**src/rtl/tff_edge_meter.sv**
```systemverilog
// tff_edge_meter: measures the toggle activity of a T flip-flop output.
// q_in is synchronised into the clk domain. Its rising and falling edges are
// counted over a programmable window of clk cycles. The two counts and a
// saturation flag are then offered through a valid/ready result handshake.
module tff_edge_meter #(
    parameter int unsigned WIN_W       = 16,
    parameter int unsigned CNT_W       = 16,
    parameter int unsigned SYNC_STAGES = 2
) (
    input  logic             clk,
    input  logic             rst,
    input  logic             q_in,
    input  logic             start,
    input  logic [WIN_W-1:0] win_len,
    output logic             busy,
    output logic [CNT_W-1:0] cnt_rise,
    output logic [CNT_W-1:0] cnt_fall,
    output logic             overflow,
    output logic             res_valid,
    input  logic             res_ready
);

    if (SYNC_STAGES < 2 || SYNC_STAGES > 4) begin : g_bad_sync
        $error("SYNC_STAGES must be in the range 2..4");
    end

    localparam logic [CNT_W-1:0] CntMax = {CNT_W{1'b1}};

    typedef enum logic [1:0] {
        StIdle,
        StMeas,
        StHold
    } state_e;

    state_e state_q, state_d;

    logic [SYNC_STAGES-1:0] sync_q, sync_d;
    logic                   hist_q, hist_d;
    logic [WIN_W-1:0]       win_q, win_d;
    logic [CNT_W-1:0]       rise_q, rise_d;
    logic [CNT_W-1:0]       fall_q, fall_d;
    logic                   ovf_q, ovf_d;

    logic q_s;
    logic rise;
    logic fall;
    logic accept;
    logic meas;

    // ------------------------------------------------------------------
    // Synchroniser and edge detection
    // ------------------------------------------------------------------

    // Shift q_in through the synchroniser. The history flop tracks q_s in every
    // state, so no stale level difference can fake an edge at window start.
    always_comb begin
        sync_d = {sync_q[SYNC_STAGES-2:0], q_in};
        hist_d = q_s;
    end

    assign q_s  = sync_q[SYNC_STAGES-1];
    assign rise = q_s & ~hist_q;
    assign fall = ~q_s & hist_q;

    // Synchroniser and history registers.
    always_ff @(posedge clk or negedge rst) begin
        if (!rst) begin
            sync_q <= '0;
            hist_q <= 1'b0;
        end else begin
            sync_q <= sync_d;
            hist_q <= hist_d;
        end
    end

    // ------------------------------------------------------------------
    // Control FSM
    // ------------------------------------------------------------------

    // A start request is accepted only in IDLE. Start is ignored in MEAS and HOLD.
    assign accept = (state_q == StIdle) && start;
    assign meas   = (state_q == StMeas);

    // State register.
    always_ff @(posedge clk or negedge rst) begin
        if (!rst) begin
            state_q <= StIdle;
        end else begin
            state_q <= state_d;
        end
    end

    // Next-state logic. A zero-length window goes straight to HOLD.
    always_comb begin
        state_d = state_q;
        unique case (state_q)
            StIdle: begin
                if (start) begin
                    state_d = (win_len == '0) ? StHold : StMeas;
                end
            end
            StMeas: begin
                if (win_q == WIN_W'(1)) begin
                    state_d = StHold;
                end
            end
            StHold: begin
                if (res_ready) begin
                    state_d = StIdle;
                end
            end
            default: state_d = StIdle;
        endcase
    end

    // Outputs are decoded from the state register only, so reset clears them at once.
    always_comb begin
        busy      = (state_q == StMeas);
        res_valid = (state_q == StHold);
    end

    // ------------------------------------------------------------------
    // Window counter and saturating edge counters
    // ------------------------------------------------------------------

    // Load the window length on accept. Count it down once per MEAS cycle.
    always_comb begin
        win_d = win_q;
        if (accept) begin
            win_d = win_len;
        end else if (meas) begin
            win_d = win_q - WIN_W'(1);
        end
    end

    // The counters clear on accept and count only in MEAS. An increment attempted
    // at the saturation value sets the sticky overflow flag instead of wrapping.
    always_comb begin
        rise_d = rise_q;
        fall_d = fall_q;
        ovf_d  = ovf_q;
        if (accept) begin
            rise_d = '0;
            fall_d = '0;
            ovf_d  = 1'b0;
        end else if (meas) begin
            if (rise) begin
                if (rise_q == CntMax) begin
                    ovf_d = 1'b1;
                end else begin
                    rise_d = rise_q + CNT_W'(1);
                end
            end
            if (fall) begin
                if (fall_q == CntMax) begin
                    ovf_d = 1'b1;
                end else begin
                    fall_d = fall_q + CNT_W'(1);
                end
            end
        end
    end

    // Datapath registers. The counts hold their values in HOLD and in IDLE.
    always_ff @(posedge clk or negedge rst) begin
        if (!rst) begin
            win_q  <= '0;
            rise_q <= '0;
            fall_q <= '0;
            ovf_q  <= 1'b0;
        end else begin
            win_q  <= win_d;
            rise_q <= rise_d;
            fall_q <= fall_d;
            ovf_q  <= ovf_d;
        end
    end

    assign cnt_rise = rise_q;
    assign cnt_fall = fall_q;
    assign overflow = ovf_q;

endmodule

```
**config.mk**
```make
export PLATFORM = sky130hd
export DESIGN_NAME = tff_edge_meter
export DESIGN_NICKNAME = d
export VERILOG_FILES = /design/src/rtl/tff_edge_meter.sv
export SDC_FILE = /design/constraint.sdc
export NUM_CORES = 1
export LEC_CHECK = 0
export CAP_MARGIN = 0
export CORE_ASPECT_RATIO = 0.6
export CORE_MARGIN = 3
export CORE_UTILIZATION = 45
export CTS_CLUSTER_DIAMETER = 100
export DETAILED_ROUTE_END_ITERATION = 10
export PLACE_DENSITY = 0.71
export SYNTH_ARGS = -nofsm -noshare
export SYNTH_HDL_FRONTEND = slang
export SYNTH_SLANG_ARGS = --single-unit
```
**constraint.sdc**
```tcl
create_clock -name clk -period 2.7 [get_ports clk]
set_input_delay 0.27 -clock clk [delete_from_list [all_inputs] [get_ports clk]]
set_output_delay 0.27 -clock clk [all_outputs]
set_load 0.01 [all_outputs]
```
==> run metrics <==
Placement Setup Slack=397 ps; Fmax achieved=0.429 GHz; final setup fails=0; number of diodes=0; RSZ-0062 raised after global routing=false; Core Area=5780 sq um; Die W=108 um; Die H=67.0 um; combinational share of power=37.3%; Synth Flop Type=dfrtp_1; post-synthesis adder-cell area fraction=1.80%; pin count of the biggest net entering global routing=24; Buf/Inv on CP=0; YS warnings=0; hpwl dp=5.02 mm; Synth-to-Final Area Change=29.0%; worst-path fanout max=8; final hold violations=0; via count=2449; GRT Util Overall=19.7%; initial antenna violation count=0; number of DRC markers in iteration 0=120; required time worst endpoint=2950 ps; Pwr Density=783 nW/um^2; Clock Sinks=54; Finished Cell Area=3590 sq um; Final Max Tran Viols=0; fin worst setup slack=367 ps; Std-Cell Rows=21; syn avg cell area=9.58 sq um; xor/xnor cell area share of the yosys netlist=4.09%; IO buf count=55; Leak=0.00148 uW; later-pin clock latency in the skew report=310 ps; share of cells above drive strength 1=7.00%; DR DRC count=0; Tcrit/Tclk final=86.4%; Sequential Power Share=43.5%; CP most frequent cell=or3_4; Slew headroom=56.2%; fin crit period=2330 ps; Worst VDD drop=0.495 mV; CP Capture Type=register; Clock Path Buffers=2; vias in the first global route=2251; DR vias/cell=5.60; hold crit path type=register to register; overall routed net length=6.67 mm; slowest stage cell, crit path=or4_4; post-synthesis cell area=2790 sq um; Setup CP Type=register to register; placed cell areas=3480 sq um; max_cap viols=0; Pwr Total=2810 uW; Simple-Gate Fraction of Synth Area=27.9%; Wirelength per Cell=15.3 um; global-route wire length before repair=11.2 mm; Yosys cell types=45; Clk pin slew, worst setup/hold paths=100 ps; crit-path max cell delay=520 ps; clock group share of total power=19.2%; ys async rst share=100%; worst-margin pin slew=652 ps; P_int=1830 uW; Setup Total Neg Slack=0 ps; root buf cell=clkbuf_8; Detail Route Antenna Nets=0; post-synthesis cell count=291; post-CTS setup buffers=0; Post-synth EDFFs=0; area fraction in compound gates after synthesis=12.6%; H-tree depth=2; Sw Pwr=983 uW; Final #Nets=381; CP Launch Type=register; critical-path cell list=or4_4 -> or3_4 -> or3_4 -> or4_1 -> nand3_1; syn_nets=316; mux contribution to synthesized area=3.23%; Switching Fraction=34.9%; commonest cells after routing, fill and taps aside=dfrtp_1, clkdlybuf4s50_1, nand2_1; status=complete, no violations; register bit total from synthesis=54; Initial Util=48.2%; die area=7200 sq um; critical path's top delay family=simple AND/OR/NAND/NOR gates; post-synthesis sequential area ratio=48.5%; post-CTS resize count=0; CP Data Arrival Time=2580 ps; GP Congestion=0.811; flop2flop setup slack=370 ps; Congestion Overflow GR=0; # IOs=56; largest family of logic cells by synthesized area=simple AND/OR/NAND/NOR gates; CTS buffer count=5; TritonCTS clock tree=yes; Worst Clk Skew=7.93 ps; DRT Pass-1 Iters=4
worst paths after layout:
path                            startpoint           to  cells past startpoint
worst max-delay path              win_q[6]    win_q[15]                      5
worst min-delay path             sync_q[0]    sync_q[1]                      0
worst max register to register    win_q[6]    win_q[15]                      5
worst min register to register   sync_q[0]    sync_q[1]                      0
max in group asynchronous              rst     win_q[7]                      3
min in group asynchronous              rst  cnt_rise[1]                      2
synthesized netlist by cell type, types with 2 or more instances:
| library cell | n | area share (%) |
|---|---|---|
| dfrtp_1 | 54 | 48 |
| nand2_1 | 43 | 5.8 |
| nor2_1 | 24 | 3.2 |
| nand3_1 | 20 | 3.6 |
| nand4_1 | 12 | 2.7 |
| xnor2_1 | 11 | 3.5 |
| nor4_1 | 10 | 2.2 |
| o21ai_0 | 10 | 1.8 |
| mux2i_1 | 9 | 3.2 |
| o211ai_1 | 9 | 2.4 |
| o311ai_0 | 9 | 2.8 |
| a21oi_1 | 7 | 1.3 |
| clkbuf_1 | 7 | 0.94 |
| and3_1 | 6 | 1.3 |
| inv_1 | 6 | 0.81 |
| nor3_1 | 6 | 1.1 |
| and2_1 | 4 | 0.90 |
| ha_1 | 4 | 1.8 |
| nand2b_1 | 4 | 0.90 |
| or4_1 | 4 | 1.1 |
| a211oi_1 | 3 | 0.81 |
| a221o_1 | 2 | 0.72 |
| and4_1 | 2 | 0.63 |
| nor4b_1 | 2 | 0.63 |
| or3_4 | 2 | 0.81 |
| xor2_1 | 2 | 0.63 |
worst reg2reg max path, stage by stage, from the launching register on:
cell,delay [ps]
dfrtp_1,460
or4_4,520
or3_4,360
or3_4,370
or4_1,470
nand3_1,90
flip-flops by register name, summed over array words and instances (netlist names):
name      flops
win_q        16
cnt_rise     16
sync_q        2
cnt_fall     16
state_q       2
hist_q        1
overflow      1
per-stage QoR:
step | hold slack (ps) | std cells | util, %
after floorplan | -25.6 | 291 | -
after global placement | 278 | 428 | 60.2
after detailed placement | 280 | 428 | 60.2
after CTS | 359 | 437 | 62.2
after global routing | 371 | 437 | 62.2
final | 356 | 437 | 62.2
area by class of cell:
type                            instances  area, sq um
Clock buffer                            7         76.3
Clock inverter                          1         30.0
Tap cell                               80          100
Inverter                                6         22.5
Timing Repair Buffer                   66          631
Sequential cell                        54         1350
Fill cell                             496         2190
Multi-Input combinational cell        223         1380
metal layers:
| layer | share of wire, % | track usage (%) | up-vias |
|---|---|---|---|
| met1 | 55 | 32.0 | 1154 |
| met2 | 39 | 26.4 | 68 |
| li1 | - | - | 1220 |
| met4 | 0.78 | 4.25 | 0 |
| met3 | 5.6 | 3.97 | 7 |
| met5 | 0 | 0 | - |
power by group through the flow:
stage / registers (uW) / clock network, uW / logic, uW
finish: 1220 / 539 / 1050
floorplan: 1270 / 0 / 487
global placement: 1230 / 0 / 1040
global route: 1270 / 587 / 1160
detailed placement: 1240 / 0 / 1050
CTS: 1220 / 550 / 1060
what timing repair did:
item	CTS	global route
endpoints found under the hold margin	21	0
endpoints found under the setup margin	0	0
hold buffers	1	0
logic make-up (layout without fill, tap and decap cells):
kind of cell | count (synthesis) | count (layout)
fa+ha+maj | 4 | 4
mux | 9 | 9
simple gates | 148 | 148
compound gates | 49 | 49
flops | 54 | 54
xor+xnor | 13 | 13
buf+inv | 14 | 80
Power figures use the tool's default switching activity.
